### config.mk
export PLATFORM = sky130hd
export DESIGN_NAME = deser_queue_flat
export DESIGN_NICKNAME = d
export VERILOG_FILES = /design/src/rtl/deser_queue_pkg.sv /design/src/rtl/deser_queue_if.sv /design/src/rtl/deser_queue_sync_fifo.sv /design/src/rtl/deser_queue.sv /design/src/flat_wrapper.sv
export SDC_FILE = /design/constraint.sdc
export NUM_CORES = 1
export LEC_CHECK = 0
export ABC_AREA = 1
export ABC_CLOCK_PERIOD_IN_PS = 2850
export BUFFER_PORTS_ARGS = -buffer_cell sky130_fd_sc_hd__buf_4
export CORE_ASPECT_RATIO = 0.7
export CORE_MARGIN = 2
export CORE_UTILIZATION = 45
export DETAILED_ROUTE_END_ITERATION = 10
export PLACE_DENSITY_LB_ADDON = 0.25
export SLEW_MARGIN = 20
export SYNTH_ARGS = -nofsm -noshare
export SYNTH_HDL_FRONTEND = slang
export SYNTH_SLANG_ARGS = --single-unit
### constraint.sdc
create_clock -name clock -period 2.85 [get_ports clock]
set_input_delay 0.285 -clock clock [delete_from_list [all_inputs] [get_ports clock]]
set_output_delay 0.285 -clock clock [all_outputs]
set_load 0.02 [all_outputs]
### src/rtl/deser_queue_pkg.sv
`default_nettype none
// ============================================================================
//  Module   : deser_queue_pkg
//  Brief    : Shared types and default sizes for the serial-to-word queue.
//  Revision : 1.0 - initial release
// ============================================================================
package deser_queue_pkg;

    localparam int c_DEFAULT_WIDTH = 8;
    localparam int c_DEFAULT_DEPTH = 8;

    // COLLECT accepts serial bits; WAIT_SPACE parks a finished word until
    // the queue can take it.
    typedef enum logic [0:0] {
        COLLECT    = 1'b0,
        WAIT_SPACE = 1'b1
    } state_t;

endpackage
`default_nettype wire

### src/rtl/deser_queue_if.sv
`default_nettype none
// ============================================================================
//  Module   : deser_queue_if
//  Brief    : Serial input, control and queue-status bundle for deser_queue.
//  Revision : 1.0 - initial release
// ============================================================================
interface deser_queue_if
    import deser_queue_pkg::*;
#(
    parameter int WIDTH = c_DEFAULT_WIDTH,
    parameter int DEPTH = c_DEFAULT_DEPTH
);
    logic                           data_in;
    logic                           write_in;
    logic                           clear_in;
    logic                           dequeue_in;
    logic                           status_out;
    logic [WIDTH-1:0]               data_out;
    logic [$clog2(DEPTH+1)-1:0]     len_out;
    logic                           empty_out;
    logic                           full_out;
    logic                           overflow_out;

    // Driver side (bit source and consumer)
    modport master (
        output data_in, write_in, clear_in, dequeue_in,
        input  status_out, data_out, len_out, empty_out, full_out, overflow_out
    );

    // Block side
    modport slave (
        input  data_in, write_in, clear_in, dequeue_in,
        output status_out, data_out, len_out, empty_out, full_out, overflow_out
    );
endinterface
`default_nettype wire

### src/rtl/deser_queue_sync_fifo.sv
`default_nettype none
// ============================================================================
//  Module   : sync_fifo
//  Brief    : Single-clock FIFO, first-word fall-through head, occupancy count.
//             Pop on empty is ignored; push on full only lands with a pop.
//  Revision : 1.0 - initial release
// ============================================================================
module sync_fifo #(
    parameter int WIDTH = 8,
    parameter int DEPTH = 8
) (
    input  wire logic                       clock,
    input  wire logic                       reset,
    input  wire logic                       i_clear,
    input  wire logic                       i_push,
    input  wire logic                       i_pop,
    input  wire logic [WIDTH-1:0]           i_data,
    output logic      [WIDTH-1:0]           o_head,
    output logic      [$clog2(DEPTH+1)-1:0] o_count
);
    localparam int PTR_W = $clog2(DEPTH);
    localparam int CNT_W = $clog2(DEPTH+1);

    logic [WIDTH-1:0] r_mem [DEPTH];
    logic [PTR_W-1:0] r_wr_ptr;
    logic [PTR_W-1:0] r_rd_ptr;
    logic [CNT_W-1:0] r_count;

    logic w_empty;
    logic w_full;
    logic w_do_pop;
    logic w_do_push;

    assign w_empty   = (r_count == '0);
    assign w_full    = (r_count == CNT_W'(DEPTH));
    assign w_do_pop  = i_pop && !w_empty && !i_clear;
    // A full queue still takes a word when the head leaves on the same edge.
    assign w_do_push = i_push && (!w_full || w_do_pop) && !i_clear;

    // Pointer and occupancy bookkeeping; pointers wrap naturally at DEPTH.
    always_ff @(posedge clock or posedge reset) begin
        if (reset) begin
            r_wr_ptr <= '0;
            r_rd_ptr <= '0;
            r_count  <= '0;
        end else if (i_clear) begin
            r_wr_ptr <= '0;
            r_rd_ptr <= '0;
            r_count  <= '0;
        end else begin
            if (w_do_push) r_wr_ptr <= r_wr_ptr + PTR_W'(1);
            if (w_do_pop)  r_rd_ptr <= r_rd_ptr + PTR_W'(1);
            case ({w_do_push, w_do_pop})
                2'b10:   r_count <= r_count + CNT_W'(1);
                2'b01:   r_count <= r_count - CNT_W'(1);
                default: r_count <= r_count;
            endcase
        end
    end

    // Storage write; contents need no reset since the count gates visibility.
    always_ff @(posedge clock) begin
        if (w_do_push) r_mem[r_wr_ptr] <= i_data;
    end

    assign o_head  = r_mem[r_rd_ptr];
    assign o_count = r_count;

endmodule
`default_nettype wire

### src/rtl/deser_queue.sv
`default_nettype none
// ============================================================================
//  Module   : deser_queue
//  Brief    : Serial-to-parallel deserializer feeding a word queue. A finished
//             word that cannot enter the queue is held and input stalls.
//  Revision : 1.0 - initial release
// ============================================================================
module deser_queue
    import deser_queue_pkg::*;
#(
    parameter int WIDTH     = c_DEFAULT_WIDTH,
    parameter int DEPTH     = c_DEFAULT_DEPTH,
    parameter int MSB_FIRST = 1
) (
    input  wire logic   clock,
    input  wire logic   reset,
    deser_queue_if.slave bus
);
    localparam int CNT_W = $clog2(DEPTH+1);
    localparam int BIT_W = $clog2(WIDTH);

    state_t             r_state;
    state_t             w_state_nxt;
    logic [BIT_W-1:0]   r_bit_cnt;
    logic [WIDTH-1:0]   r_shift;
    logic               r_overflow;

    logic [WIDTH-1:0]   w_shifted;
    logic [WIDTH-1:0]   w_push_data;
    logic [WIDTH-1:0]   w_head;
    logic [CNT_W-1:0]   w_count;
    logic               w_empty;
    logic               w_full;
    logic               w_pop;
    logic               w_can_push;
    logic               w_push;
    logic               w_accept;
    logic               w_last_bit;

    // Bit order: MSB-first shifts left so the first bit ends in the top slot.
    generate
        if (MSB_FIRST != 0) begin : g_msb_first
            assign w_shifted = {r_shift[WIDTH-2:0], bus.data_in};
        end else begin : g_lsb_first
            assign w_shifted = {bus.data_in, r_shift[WIDTH-1:1]};
        end
    endgenerate

    assign w_empty    = (w_count == '0);
    assign w_full     = (w_count == CNT_W'(DEPTH));
    assign w_pop      = bus.dequeue_in && !w_empty && !bus.clear_in;
    assign w_can_push = !w_full || w_pop;
    assign w_accept   = (r_state == COLLECT) && bus.write_in;
    assign w_last_bit = w_accept && (r_bit_cnt == BIT_W'(WIDTH-1));

    // FSM state register.
    always_ff @(posedge clock or posedge reset) begin
        if (reset) r_state <= COLLECT;
        else       r_state <= w_state_nxt;
    end

    // Next state and push decision; clear overrides everything.
    always_comb begin
        w_state_nxt = r_state;
        w_push      = 1'b0;
        w_push_data = w_shifted;
        case (r_state)
            COLLECT: begin
                if (w_last_bit) begin
                    if (w_can_push) w_push      = 1'b1;
                    else            w_state_nxt = WAIT_SPACE;
                end
            end
            WAIT_SPACE: begin
                w_push_data = r_shift;
                if (w_can_push) begin
                    w_push      = 1'b1;
                    w_state_nxt = COLLECT;
                end
            end
            default: w_state_nxt = COLLECT;
        endcase
        if (bus.clear_in) begin
            w_state_nxt = COLLECT;
            w_push      = 1'b0;
        end
    end

    // Shift register, bit counter and sticky overflow. A completed word that
    // cannot be pushed stays in r_shift until WAIT_SPACE releases it.
    always_ff @(posedge clock or posedge reset) begin
        if (reset) begin
            r_shift    <= '0;
            r_bit_cnt  <= '0;
            r_overflow <= 1'b0;
        end else if (bus.clear_in) begin
            r_shift    <= '0;
            r_bit_cnt  <= '0;
            r_overflow <= 1'b0;
        end else begin
            if (w_accept) begin
                r_shift   <= w_shifted;
                r_bit_cnt <= w_last_bit ? '0 : r_bit_cnt + BIT_W'(1);
            end
            if ((r_state == WAIT_SPACE) && bus.write_in) r_overflow <= 1'b1;
        end
    end

    sync_fifo #(
        .WIDTH (WIDTH),
        .DEPTH (DEPTH)
    ) u_fifo (
        .clock   (clock),
        .reset   (reset),
        .i_clear (bus.clear_in),
        .i_push  (w_push),
        .i_pop   (w_pop),
        .i_data  (w_push_data),
        .o_head  (w_head),
        .o_count (w_count)
    );

    assign bus.status_out   = (r_state == COLLECT);
    assign bus.data_out     = w_empty ? '0 : w_head;
    assign bus.len_out      = w_count;
    assign bus.empty_out    = w_empty;
    assign bus.full_out     = w_full;
    assign bus.overflow_out = r_overflow;

endmodule
`default_nettype wire

### src/flat_wrapper.sv
// flat-port wrapper written by rule: the top's interface ports become plain ports
module deser_queue_flat import deser_queue_pkg::*;
#(
    parameter int WIDTH     = c_DEFAULT_WIDTH,
    parameter int DEPTH     = c_DEFAULT_DEPTH,
    parameter int MSB_FIRST = 1
)
  (clock, reset, bus_data_in, bus_write_in, bus_clear_in, bus_dequeue_in, bus_status_out, bus_data_out, bus_len_out, bus_empty_out, bus_full_out, bus_overflow_out);
  deser_queue_if #(.WIDTH(WIDTH), .DEPTH(DEPTH)) bus_i ();
  input  wire logic clock;
  input  wire logic reset;
  input wire logic [$bits(bus_i.data_in)-1:0] bus_data_in;
  input wire logic [$bits(bus_i.write_in)-1:0] bus_write_in;
  input wire logic [$bits(bus_i.clear_in)-1:0] bus_clear_in;
  input wire logic [$bits(bus_i.dequeue_in)-1:0] bus_dequeue_in;
  output wire logic [$bits(bus_i.status_out)-1:0] bus_status_out;
  output wire logic [$bits(bus_i.data_out)-1:0] bus_data_out;
  output wire logic [$bits(bus_i.len_out)-1:0] bus_len_out;
  output wire logic [$bits(bus_i.empty_out)-1:0] bus_empty_out;
  output wire logic [$bits(bus_i.full_out)-1:0] bus_full_out;
  output wire logic [$bits(bus_i.overflow_out)-1:0] bus_overflow_out;
  assign bus_i.data_in = bus_data_in;
  assign bus_i.write_in = bus_write_in;
  assign bus_i.clear_in = bus_clear_in;
  assign bus_i.dequeue_in = bus_dequeue_in;
  assign bus_status_out = bus_i.status_out;
  assign bus_data_out = bus_i.data_out;
  assign bus_len_out = bus_i.len_out;
  assign bus_empty_out = bus_i.empty_out;
  assign bus_full_out = bus_i.full_out;
  assign bus_overflow_out = bus_i.overflow_out;
  deser_queue #(.WIDTH(WIDTH), .DEPTH(DEPTH), .MSB_FIRST(MSB_FIRST)) u_core (.clock(clock), .reset(reset), .bus(bus_i));
endmodule
==> results.py <==
metrics = {
    "outcome": {
        "status": "finished clean",
    },
    "global_routing": {
        "overflow": 0,
        "grt_antenna_before_repair": 0,
        "grt_pass1_vias": 2402,
        "grt_first_pass_wirelength_um": 12400,
        "grt.total_usage_pct": 18.4,
        "grt_max_degree": 35,
    },
    "timing": {
        "fin_setup_tns_ns": 0,
        "max_slew_margin_pct": 32.6,
        "grt_setup_unrepaired": "false",
        "fin_worst_skew_ns": 0.00709,
        "hold_ws_ns": 0.151,
        "setup_viol_count_final": 0,
        "period_needed_ns": 2.31,
        "worst_slew_pin_slew_ns": 1.00,
        "drv_slew": 0,
        "max_freq_ghz": 0.433,
        "period_share_pct": 81.0,
        "final-hold-violation-count": 0,
    },
    "route": {
        "drc": 0,
        "drt-initial-drc-count": 243,
        "drt-total-wl_um": 7750,
        "wire_per_inst_um": 15.7,
        "viasPerCell": 5.29,
        "via_count": 2611,
        "drtPass1Iterations": 5,
        "antenna_left": 0,
    },
    "synth": {
        "synth_top_area_share_pct": 50.2,
        "syn_nets": 369,
        "ys_warn_count": 0,
        "seq_area_frac_synth_pct": 65.2,
        "syn_avg_cell_area_um2": 10.8,
        "synth_area_um2": 3830,
        "synthArstFlopShare_pct": 26.4,
        "synth_seq_cells": 87,
        "synthTopCellsByArea": "edfxtp_1, dfrtp_1, nor2_1, o21ai_0, nand2_1",
        "synthCells": 356,
        "ys_dominant_reg_cell": "edfxtp_1",
        "synth_largest_area_cell": "edfxtp_1",
        "ys_types": 28,
        "synth_edf_count": 64,
    },
    "final_layout": {
        "diodes": 0,
        "area_growth_pct": 15.9,
        "nNetsFinal": 397,
        "drive_above_1_share_pct": 15.9,
    },
    "place": {
        "dpl.hpwl_um": 5060,
        "portBuffers": 21,
        "gp_congestion": 0.821,
    },
    "floorplan": {
        "die_area_um2": 9280,
        "rows": 28,
        "die_width_um": 114,
        "start_util_pct": 45.8,
        "die_y_um": 81.2,
        "core_um2": 8370,
        "pin_count": 22,
    },
    "clocking": {
        "cts_buffers": 9,
        "cts_tree": "built",
        "clock-root-buffer": "clkbuf_16",
        "worstSkewPairLatency_ns": 0.34,
        "cts.path.max_buffers": 2,
        "ctsResizeCount": 0,
        "clk_pin_slew_ns": 0.06,
        "postCtsHoldBufs": 0,
        "htree_levels": 3,
        "cts_setup_buffers": 0,
        "numClockSinks": 87,
    },
    "pwr": {
        "peakVddDrop_mv": 0.396,
        "cellLeakagePower_nw": 1.82,
        "finalPower_w": 0.00266,
        "powerDensity_nw_per_um2": 600,
    },
    "setup_path": {
        "critPathCaptureType": "output port",
        "crit_type": "reg -> out",
        "crit_path_start_kind": "flop",
        "path_max_fanout": 25,
        "arrival_ns": 2.02,
        "worstPathRequired_ns": 2.57,
    },
    "job": {
        "maxCapViolations": 0,
    },
    "worst_hold_path": {
        "hold_path_class": "in -> async",
    },
}
==> cells in the mapped netlist, types with 2 or more instances <==
cell type / n
a22o_1: 2
ha_1: 6
edfxtp_1: 64
buf_2: 8
o32ai_1: 8
nor2_1: 80
inv_2: 2
clkbuf_1: 3
o21ai_1: 7
buf_4: 3
inv_1: 25
dfrtp_1: 23
nand2_1: 46
a22oi_1: 7
nand3_1: 7
a21oi_1: 2
nand3_2: 2
nand2_2: 5
nor3_1: 2
o21ai_0: 43
buf_6: 2
a21oi_2: 3
==> sequential cells by signal, summed over array words and instances (netlist names) <==
signal,flops
u_core.bus.overflow_out,1
u_core.r_bit_cnt,3
u_core.r_shift,8
u_core.r_state,1
u_core.u_fifo.o_count,4
u_core.u_fifo.r_mem,64
u_core.u_fifo.r_rd_ptr,3
u_core.u_fifo.r_wr_ptr,3
==> critical path: stages (launching register included) <==
cell and delay (ns):
dfrtp_1 0.56, buf_4 0.35, nor2_1 0.08, nor2_1 0.08
o21ai_0 0.10, o21ai_0 0.09, o21ai_0 0.08, nor2_1 0.16
buf_4 0.17
==> worst paths after layout <==
path,depth (start not counted),slack (ns),from,end
setup / recovery,8,0.54,u_core.u_fifo.r_rd_ptr[0],bus_data_out[0]
hold / removal,2,0.15,reset,u_core.r_bit_cnt[2]
setup reg to reg,11,0.55,u_core.r_bit_cnt[0],u_core.u_fifo.o_count[3]
hold reg to reg,1,0.48,u_core.r_bit_cnt[0],u_core.r_bit_cnt[0]
max in group asynchronous,2,2.14,reset,u_core.u_fifo.r_rd_ptr[0]
min in group clock,2,0.19,bus_clear_in,u_core.bus.overflow_out
==> cell families after synthesis <==
group                    after synthesis  share of synthesized area (%)
XOR/XNOR                               1                          0.229
AND/OR/NAND/NOR                      143                           15.0
flip-flops                            87                           65.2
AO/OA/AOI/OAI                         75                           11.9
buffers and inverters                 43                           5.16
adder cells (fa/ha/maj)                7                           2.48
==> layout by cell type (no fill, tap or decap), drive strengths merged <==
| cell type | netlist | routed |
|---|---|---|
| a21o | 1 | 1 |
| a21oi | 5 | 5 |
| a22o | 2 | 2 |
| a22oi | 7 | 7 |
| a31oi | 1 | 1 |
| a32o | 1 | 1 |
| buf | 13 | 33 |
| bufinv | 0 | 2 |
| clkbuf | 3 | 9 |
| clkinvlp | 0 | 2 |
| dfrtp | 23 | 23 |
| edfxtp | 64 | 64 |
| fa | 1 | 1 |
| ha | 6 | 6 |
| inv | 27 | 30 |
| nand2 | 51 | 51 |
| nand3 | 9 | 9 |
| nand4 | 1 | 1 |
| nor2 | 80 | 80 |
| nor3 | 2 | 2 |
| o21ai | 50 | 50 |
| o32ai | 8 | 8 |
| xor2 | 1 | 1 |
==> area by class of cell <==
| type | instances | area [um2] |
|---|---|---|
| sequential | 87 | 2500 |
| inverter | 27 | 101 |
| timing repair buffer | 33 | 248 |
| fill | 700 | 3930 |
| tap | 105 | 131 |
| clock inverter | 7 | 101 |
| clock buffer | 9 | 225 |
| multi-input combinational | 226 | 1140 |
==> layer usage <==
layer  GRT usage (%)  wire length [um]  vias to the layer above
met5               0                 0                        -
met4            7.07               109                        0
met3            5.82               535                       13
met2            27.1              3460                       89
met1            25.7              3650                     1222
li1                -                 -                     1287
==> power breakdown <==
group          switching, W   total, W  internal (W)
Clock              0.000488    0.00126      0.000776
Sequential       0.00000354    0.00136       0.00136
Combinational     0.0000276  0.0000384     0.0000108
Total              0.000520    0.00266       0.00214
==> through the flow <==
stage               util [%]  cell area (um2)  cells  worst slack [ns]
finish                  53.0             4440    494             0.541
global route            53.0             4440    494             0.363
CTS                     53.0             4440    494             0.519
detailed placement      49.1             4110    478             0.614
global placement        49.1             4110    478             0.678
floorplan                  -             3830    356             0.787
Note: power is estimated with default switching activity, not from simulation.
